File: src/rtl/cmd_if_pkg.sv
// Shared types and constants for the host command/response path.
// Used by the UART wrapper, the command-config block and the bench.
package cmd_if_pkg;

    localparam int CMD_BYTES = 3;
    localparam int CMD_W     = 8 * CMD_BYTES;

    typedef enum logic [1:0] {
        WAIT_B0,
        WAIT_B1,
        WAIT_B2,
        HOLD
    } rx_state_t;

    typedef enum logic {
        TX_IDLE,
        TX_BUSY
    } tx_state_t;

    localparam logic [7:0] DUMP_CH      = 8'h01;
    localparam logic [7:0] CFG_GAIN     = 8'h02;
    localparam logic [7:0] CFG_TRG_LVL  = 8'h03;
    localparam logic [7:0] WRT_TRG_POS  = 8'h04;
    localparam logic [7:0] SET_DEC      = 8'h05;
    localparam logic [7:0] CFG_TRG_TYPE = 8'h06;
    localparam logic [7:0] WRT_EEP      = 8'h08;
    localparam logic [7:0] EEP_RD       = 8'h09;

    function automatic logic [7:0] cmd_opcode(input logic [CMD_W-1:0] c);
        return c[CMD_W-1 -: 8];
    endfunction

endpackage

File: src/rtl/cmd_uart_wrapper_if.sv
// Bundle of UART rx/tx, command and response handshake signals.
// slave = the wrapper, master = the UART cores and command consumer.
interface cmd_uart_wrapper_if;

    logic        rx_rdy;
    logic [7:0]  rx_data;
    logic        clr_rx_rdy;
    logic [23:0] cmd;
    logic        cmd_rdy;
    logic        clr_cmd_rdy;
    logic [7:0]  resp_data;
    logic        send_resp;
    logic        resp_sent;
    logic        trmt;
    logic [7:0]  tx_data;
    logic        tx_done;
    logic        frame_err;

    modport master (
        output rx_rdy,
        output rx_data,
        output clr_cmd_rdy,
        output resp_data,
        output send_resp,
        output tx_done,
        input  clr_rx_rdy,
        input  cmd,
        input  cmd_rdy,
        input  resp_sent,
        input  trmt,
        input  tx_data,
        input  frame_err
    );

    modport slave (
        input  rx_rdy,
        input  rx_data,
        input  clr_cmd_rdy,
        input  resp_data,
        input  send_resp,
        input  tx_done,
        output clr_rx_rdy,
        output cmd,
        output cmd_rdy,
        output resp_sent,
        output trmt,
        output tx_data,
        output frame_err
    );

endinterface

File: src/rtl/cmd_uart_wrapper_resp_tx_ctrl.sv
// Response transmit control: latches one byte, pulses trmt,
// and reports completion with a single-cycle resp_sent.
module resp_tx_ctrl
    import cmd_if_pkg::*;
(
    input  logic       clk,
    input  logic       rst,
    input  logic [7:0] resp_data,
    input  logic       send_resp,
    input  logic       tx_done,
    output logic       trmt,
    output logic [7:0] tx_data,
    output logic       resp_sent
);

    tx_state_t state;

    // Tx FSM with registered single-cycle trmt/resp_sent pulses
    always_ff @(posedge clk) begin
        if (rst) begin
            state     <= TX_IDLE;
            trmt      <= 1'b0;
            tx_data   <= 8'h00;
            resp_sent <= 1'b0;
        end else begin
            trmt      <= 1'b0;
            resp_sent <= 1'b0;
            unique case (state)
                TX_IDLE: begin
                    if (send_resp) begin
                        tx_data <= resp_data;
                        trmt    <= 1'b1;
                        state   <= TX_BUSY;
                    end
                end
                TX_BUSY: begin
                    if (tx_done) begin
                        resp_sent <= 1'b1;
                        state     <= TX_IDLE;
                    end
                end
                default: state <= TX_IDLE;
            endcase
        end
    end

endmodule

File: src/rtl/cmd_uart_wrapper.sv
// Host end of the command link: assembles 3 rx bytes into a command,
// drops stale partial frames, and forwards response bytes to the tx.
module cmd_uart_wrapper
    import cmd_if_pkg::*;
#(
    parameter int TIMEOUT_CYCLES = 1000000,
    parameter int TO_W           = 20
) (
    input  logic                clk,
    input  logic                rst,
    cmd_uart_wrapper_if.slave   bus
);

    localparam bit TO_EN = (TIMEOUT_CYCLES > 0);
    localparam logic [TO_W-1:0] TO_LAST =
        TO_EN ? TO_W'(TIMEOUT_CYCLES - 1) : '0;

    rx_state_t       state;
    logic [15:0]     hi_bytes;
    logic [TO_W-1:0] to_cnt;
    logic [23:0]     cmd_q;
    logic            cmd_rdy_q;
    logic            frame_err_q;
    logic            take;
    logic            mid_frame;
    logic            expire;

    // A byte is taken whenever one is offered and no command is held
    assign take      = bus.rx_rdy && (state != HOLD);
    assign mid_frame = (state == WAIT_B1) || (state == WAIT_B2);
    assign expire    = TO_EN && mid_frame && !take &&
                       (to_cnt == TO_LAST);

    assign bus.clr_rx_rdy = take;
    assign bus.cmd        = cmd_q;
    assign bus.cmd_rdy    = cmd_rdy_q;
    assign bus.frame_err  = frame_err_q;

    // Inter-byte idle counter; only runs while a frame is partial
    always_ff @(posedge clk) begin
        if (rst) begin
            to_cnt <= '0;
        end else if (take || expire) begin
            to_cnt <= '0;
        end else if (TO_EN && mid_frame) begin
            to_cnt <= to_cnt + 1'b1;
        end else begin
            to_cnt <= '0;
        end
    end

    // Rx FSM: byte slotting, command hand-off and timeout abort
    always_ff @(posedge clk) begin
        if (rst) begin
            state       <= WAIT_B0;
            hi_bytes    <= 16'h0000;
            cmd_q       <= 24'h000000;
            cmd_rdy_q   <= 1'b0;
            frame_err_q <= 1'b0;
        end else begin
            frame_err_q <= 1'b0;
            unique case (state)
                WAIT_B0: begin
                    if (take) begin
                        hi_bytes[15:8] <= bus.rx_data;
                        state          <= WAIT_B1;
                    end
                end
                WAIT_B1: begin
                    if (take) begin
                        hi_bytes[7:0] <= bus.rx_data;
                        state         <= WAIT_B2;
                    end else if (expire) begin
                        frame_err_q <= 1'b1;
                        state       <= WAIT_B0;
                    end
                end
                WAIT_B2: begin
                    if (take) begin
                        cmd_q     <= {hi_bytes, bus.rx_data};
                        cmd_rdy_q <= 1'b1;
                        state     <= HOLD;
                    end else if (expire) begin
                        frame_err_q <= 1'b1;
                        state       <= WAIT_B0;
                    end
                end
                HOLD: begin
                    if (bus.clr_cmd_rdy) begin
                        cmd_rdy_q <= 1'b0;
                        state     <= WAIT_B0;
                    end
                end
                default: state <= WAIT_B0;
            endcase
        end
    end

    resp_tx_ctrl u_tx (
        .clk       (clk),
        .rst       (rst),
        .resp_data (bus.resp_data),
        .send_resp (bus.send_resp),
        .tx_done   (bus.tx_done),
        .trmt      (bus.trmt),
        .tx_data   (bus.tx_data),
        .resp_sent (bus.resp_sent)
    );

endmodule

File: src/flat_wrapper.sv
// flat-port wrapper written by rule: the top's interface ports become plain ports
module cmd_uart_wrapper_flat import cmd_if_pkg::*;
#(
    parameter int TIMEOUT_CYCLES = 1000000,
    parameter int TO_W           = 20
)
  (clk, rst, bus_rx_rdy, bus_rx_data, bus_clr_cmd_rdy, bus_resp_data, bus_send_resp, bus_tx_done, bus_clr_rx_rdy, bus_cmd, bus_cmd_rdy, bus_resp_sent, bus_trmt, bus_tx_data, bus_frame_err);
  cmd_uart_wrapper_if bus_i ();
  input  logic clk;
  input  logic rst;
  input wire logic [$bits(bus_i.rx_rdy)-1:0] bus_rx_rdy;
  input wire logic [$bits(bus_i.rx_data)-1:0] bus_rx_data;
  input wire logic [$bits(bus_i.clr_cmd_rdy)-1:0] bus_clr_cmd_rdy;
  input wire logic [$bits(bus_i.resp_data)-1:0] bus_resp_data;
  input wire logic [$bits(bus_i.send_resp)-1:0] bus_send_resp;
  input wire logic [$bits(bus_i.tx_done)-1:0] bus_tx_done;
  output wire logic [$bits(bus_i.clr_rx_rdy)-1:0] bus_clr_rx_rdy;
  output wire logic [$bits(bus_i.cmd)-1:0] bus_cmd;
  output wire logic [$bits(bus_i.cmd_rdy)-1:0] bus_cmd_rdy;
  output wire logic [$bits(bus_i.resp_sent)-1:0] bus_resp_sent;
  output wire logic [$bits(bus_i.trmt)-1:0] bus_trmt;
  output wire logic [$bits(bus_i.tx_data)-1:0] bus_tx_data;
  output wire logic [$bits(bus_i.frame_err)-1:0] bus_frame_err;
  assign bus_i.rx_rdy = bus_rx_rdy;
  assign bus_i.rx_data = bus_rx_data;
  assign bus_i.clr_cmd_rdy = bus_clr_cmd_rdy;
  assign bus_i.resp_data = bus_resp_data;
  assign bus_i.send_resp = bus_send_resp;
  assign bus_i.tx_done = bus_tx_done;
  assign bus_clr_rx_rdy = bus_i.clr_rx_rdy;
  assign bus_cmd = bus_i.cmd;
  assign bus_cmd_rdy = bus_i.cmd_rdy;
  assign bus_resp_sent = bus_i.resp_sent;
  assign bus_trmt = bus_i.trmt;
  assign bus_tx_data = bus_i.tx_data;
  assign bus_frame_err = bus_i.frame_err;
  cmd_uart_wrapper #(.TIMEOUT_CYCLES(TIMEOUT_CYCLES), .TO_W(TO_W)) u_core (.clk(clk), .rst(rst), .bus(bus_i));
endmodule
File: config.mk
export PLATFORM = sky130hd
export DESIGN_NAME = cmd_uart_wrapper_flat
export DESIGN_NICKNAME = d
export VERILOG_FILES = /design/src/rtl/cmd_if_pkg.sv /design/src/rtl/cmd_uart_wrapper_if.sv /design/src/rtl/cmd_uart_wrapper_resp_tx_ctrl.sv /design/src/rtl/cmd_uart_wrapper.sv /design/src/flat_wrapper.sv
export SDC_FILE = /design/constraint.sdc
export NUM_CORES = 1
export LEC_CHECK = 0
export BUFFER_PORTS_ARGS = -buffer_cell sky130_fd_sc_hd__buf_2
export CORE_ASPECT_RATIO = 2
export CORE_MARGIN = 2
export CORE_UTILIZATION = 45
export CTS_CLUSTER_DIAMETER = 60
export DETAILED_ROUTE_END_ITERATION = 16
export PLACE_DENSITY = 0.67
export SYNTH_ARGS = -nofsm -noshare
export SYNTH_HDL_FRONTEND = slang
export SYNTH_SLANG_ARGS = --single-unit
File: constraint.sdc
create_clock -name clk -period 2.5 [get_ports clk]
set_input_delay 0.125 -clock clk [delete_from_list [all_inputs] [get_ports clk]]
set_output_delay 0.125 -clock clk [all_outputs]
set_load 0.02 [all_outputs]
# Word-level counts from Yosys, hierarchy flattened
# Cells that the tools add are included.
[op_classes]
n_addsub = 1
n_eq_ne = 8
muxes = 14
bitwise = 3
reduce_logical = 19
[op_table]
columns = ["cell", "n"]
rows = [
  ["adder 20 x 1 -> 20 bit (second input constant)", 1],
  ["equality test 20 bit (second input constant)", 1],
  ["two-way mux 2 bit", 5],
  ["AND reduction 2 bit", 5],
  ["case mux 2 bit (4 select lines)", 1],
  ["two-way mux 1 bit", 6],
  ["OR reduction 2 bit", 3],
  ["OR reduction 3 bit", 2],
  ["equality test 2 bit (second input constant)", 2],
  ["inequality test 2 x 1 -> 1 bit (second input constant)", 2],
  ["inequality test 2 bit (second input constant)", 2],
  ["case mux 1 bit (2 select lines)", 2],
  ["logical AND 1 bit", 3],
  ["inverter 1 bit", 3],
  ["AND reduction 3 bit", 1],
  ["equality test 2 x 1 -> 1 bit (second input constant)", 1],
  ["logical NOT 2 bit", 1],
  ["logical OR 1 bit", 2],
  ["nonzero test 2 bit", 1],
  ["logical NOT 1 bit", 1],
]
[word_totals]
register_bits = 75
in_bits = 22
out_inout_bits = 37
elab_cells = 56

# Longest topological paths before layout
[depth]
ltp_word = 8
depth_mapped = 8
depth_no_buf = 6

# Hierarchy
# Synthesis repeated with hierarchy kept, for this count alone.
[hier_totals]
hier_cells = 358
area_unflattened_um2 = 3046.7
[by_module_without_submodules]
columns = ["module", "instances", "cells_each", "area_per_inst_um2"]
rows = [
  ["cmd_uart_wrapper", 1, 316, 2596.2],
  ["resp_tx_ctrl", 1, 42, 450.4],
]

# Worst setup path after synthesis
# Ideal clock, no wire load.
[synth_path]
kind = "flip-flop to flip-flop"
from = "register u_core.to_cnt[10]"
to = "register u_core.state[1]"
setup_time_ns = 0.132
arrival_ns = 1.708
t_required_ns = 2.368
slack_ns = 0.660
stages_incl_launch_ff = 5
path_buffers = 0
synth_period_minus_slack_ns = 1.840
path_cell_list = "dfxtp_1 -> or4_1 -> or4_4 -> o41ai_1 -> a211oi_1"
[synth_via]
elab_chain_len = 5
word_cells_on_any_way = 6
[synth_rtl]
columns = ["element", "line", "rtl"]
rows = [
  ["start: declaration", "cmd_uart_wrapper.sv:20", "logic [TO_W-1:0] to_cnt;"],
  ["start signal: assignment", "cmd_uart_wrapper.sv:46", "to_cnt <= to_cnt + 1'b1;"],
  ["equality test 20 bit *", "cmd_uart_wrapper.sv:32", "(to_cnt == TO_LAST);"],
  ["logical AND 1 bit *", "cmd_uart_wrapper.sv:31", "assign expire = TO_EN && mid_frame && !take &&"],
  ["two-way mux 2 bit *", "--", ""],
  ["two-way mux 2 bit, on equally long branches", "--", ""],
  ["case mux 2 bit (4 select lines) *", "--", ""],
  ["end signal: assignment", "cmd_uart_wrapper.sv:55", "state <= WAIT_B0;"],
  ["end signal: assignment", "cmd_uart_wrapper.sv:66", "state <= WAIT_B1;"],
  ["end signal: assignment", "cmd_uart_wrapper.sv:72", "state <= WAIT_B2;"],
  ["end: declaration", "cmd_uart_wrapper.sv:18", "rx_state_t state;"],
]
# Mark *: on every way between the ends. The rest lies on a longest branch, timed or not.
# A chain may end at the register's enable or synchronous reset.

# Worst setup path in the final report
[layout_path]
from = "register u_core.to_cnt[10]"
to = "register u_core.to_cnt[19]"
[layout_via]
elab_chain_len = 4
word_cells_on_any_way = 5
[layout_rtl]
columns = ["element"]
rows = [
  ["branches (longest 4 deep; another with adder 20 x 1 -> 20 bit)"],
]
# Several ways; the timed one is not identified.

==> flow_metrics.tcl <==
set metrics [dict create \
    worstSetupStartpoint "u_core.to_cnt[10]" \
    synth_seq_cells 75 \
    area_delta_synth_final_pct 22.53 \
    hold_buffers 0 \
    outcome "completed" \
    cp-start-kind "flip-flop" \
    grt-ovfl-total 0 \
    arrival_ns 2.23 \
    crit_required_ns 2.71 \
    fin_crit_ns 2.022 \
    grt_use_total_pct 20.21 \
    rows 41 \
    syn_inst 362 \
    irDropWorstVdd_mv 0.6056 \
    cts_buffers 9 \
    ys_seq_area_share_pct 50.53 \
    num_vias 2588 \
    final_cells 508 \
    async_reset_ff_share_pct 0 \
    slew_violations 0 \
    yosys.area.top_type_share_pct 50.53 \
    drt_iter0_drc 84 \
    syn_area_per_cell_um2 8.209 \
    grt_pass1_vias 2477 \
    layout-drive-gt1-share_pct 19.91 \
    grt_pass1_wl_mm 10.98 \
    reg2reg_from "u_core.to_cnt[10]" \
    syn_nets 390 \
    r2r_end "u_core.to_cnt[19]" \
    maxCapViolations 0 \
    ioPinCount 59 \
    synth_area_leaders "dfxtp_1 (51%), nand2_1 (11%), a21oi_1 (9.8%)" \
    r2r_cells 5 \
    synth_flop_cell "dfxtp_1" \
    wire_per_inst_um 13.29 \
    min_path_type "in2reg" \
    worst_slew_pin_slew_ns 0.8118 \
    cts_tree "built" \
    nets 445 \
    hpwlAfterDp_mm 5.042 \
    rrSetupSlack_ns 0.48 \
    die_area_um2 7309 \
    dr.pass1.iters 4 \
    finalSetupTns_ns 0 \
    antenna_found_initial 0 \
    ant_nets 0 \
    n_antenna_cell 0 \
    clock_path_buffers 2 \
    final_core_util_pct 57.24 \
    worstPathMaxFanout 20 \
    post_cts_buffers 0 \
    port_buffers 58 \
    synth_edf_count 0 \
    place_inst 492 \
    start_util_pct 46.72 \
    finClkSkew_ns 0.004594 \
    grt_max_degree 55 \
    worstSetupPathType "reg2reg" \
    htreeDepth 3 \
    ys_types 34 \
    finalWirelength_mm 6.749 \
    yosysTopAreaCell "dfxtp_1" \
    finalCritPeriodShare_pct 80.90 \
    synth_most_common_cell "nand2_1" \
    rsz0062_at_grt "no" \
    place_congestion 0.8083 \
    powerDensity_nw_per_um2 786.2 \
    p_leak_nw 1.400 \
    cts-root-buf "clkbuf_16" \
    synthesis.area_um2 2972 \
    clock_sinks 75 \
    die_y_um 118.9 \
    setup_viol 0 \
    clk_pin_slew_ns 0.05 \
    end_kind "flip-flop" \
    clock_latency_ns 0.33 \
    cts_resized 0 \
    drc 0 \
    routed_via_density 5.094 \
    fmax_mhz 494.4 \
    holdPathEnd "u_core.u_tx.tx_data[4]" \
    ys_top_cells_by_count "nand2_1 (90), dfxtp_1 (75), a21oi_1 (58)" \
    core_um2 6361 \
    die_w_um 61.46 \
    ys_warn_count 0 \
    max_slew_margin_pct 45.75 \
    min_from "bus_resp_data[4]" \
    hold_violations 0 \
    min_path_cells 3 \
]
through the flow:
step / instance area (um^2) / setup WS, ns / total power (W) / hold WS, ns
floorplan: 2972 / 0.6598 / 0.001524 / 0.2610
global placement: 3344 / 0.4676 / 0.001624 / 0.3700
finish: 3641 / 0.4775 / 0.002863 / 0.03056
detailed placement: 3344 / 0.4149 / 0.001630 / 0.3748
CTS: 3641 / 0.4009 / 0.002902 / 0.02146
global route: 3641 / 0.2542 / 0.003002 / 0.03171
flip-flops by register name, summed over array words and instances, names as in the netlist:
signal                 flops
u_core.to_cnt             20
u_core.bus.frame_err       1
u_core.bus.cmd            24
u_core.u_tx.resp_sent      1
u_core.u_tx.state          1
u_core.state               2
u_core.bus.cmd_rdy         1
u_core.hi_bytes           16
u_core.u_tx.tx_data        8
u_core.u_tx.trmt           1
final cells by class:
class / instances / area (um^2)
sequential: 75 / 1501
multi-input combinational: 260 / 1361
clock inverter: 4 / 50.05
tap: 86 / 107.6
fill: 610 / 2720
clock buffer: 12 / 246.5
timing repair buffer: 64 / 347.8
inverter: 7 / 26.28
metal layers:
| layer | part of all wire (%) | up-vias | global-route usage (%) |
|---|---|---|---|
| li1 | - | 1337 | - |
| met1 | 35 | 1180 | 18.23 |
| met2 | 58 | 57 | 37.90 |
| met3 | 5.0 | 14 | 6.949 |
| met4 | 2.2 | 0 | 8.112 |
| met5 | 0 | - | 0 |
critical path, stage by stage, from the launching register on:
cell     delay, ns
dfxtp_1       0.36
or4_1         0.55
or4_4         0.54
o21ai_2       0.12
buf_4         0.25
a21oi_1       0.07
kinds of logic (layout without fill, tap and decap cells):
group | after synthesis | count (layout) | synth area share, %
buf+inv | 27 | 87 | 3.663
flops | 75 | 75 | 50.53
xor+xnor | 13 | 13 | 3.832
fa+ha+maj | 6 | 6 | 2.526
compound gates | 70 | 70 | 12.59
simple gates | 171 | 171 | 26.86
where the power goes:
| group | internal [W] | switching, W | leakage (nW) | total, W |
|---|---|---|---|---|
| Sequential | 0.00125 | 0.0000298 | 0.608 | 0.00128 |
| Combinational | 0.000114 | 0.000207 | 0.653 | 0.000321 |
| Clock | 0.000798 | 0.000466 | 0.139 | 0.00126 |
worst max-delay path by stage:
stage                                    end  slack, ns  cells past startpoint
after floorplan              u_core.state[1]       0.66                      4
after global placement       u_core.state[1]       0.47                      4
after detailed placement   u_core.bus.cmd[9]       0.41                      5
after CTS                  u_core.bus.cmd[9]       0.40                      5
after global routing      u_core.bus.cmd[19]       0.25                      5
final                      u_core.to_cnt[19]       0.48                      5
placed cells by master (no fill, tap or decap), types with 2 or more instances in the layout:
master / count
nand2_1: 90
dfxtp_1: 75
a21oi_1: 58
buf_2: 58
nand3_1: 23
nor2_1: 23
xnor2_1: 10
clkbuf_16: 9
inv_1: 7
ha_1: 6
buf_4: 5
nor2b_1: 4
nand2b_1: 4
o21ai_0: 4
nor4_1: 4
nor3_1: 4
or4_1: 3
or4_4: 3
nand4_1: 3
or3_1: 3
xor2_1: 3
and2_1: 2
o31ai_1: 2
clkinvlp_4: 2
clkbuf_1: 2
(Power assumes the default switching activity.)
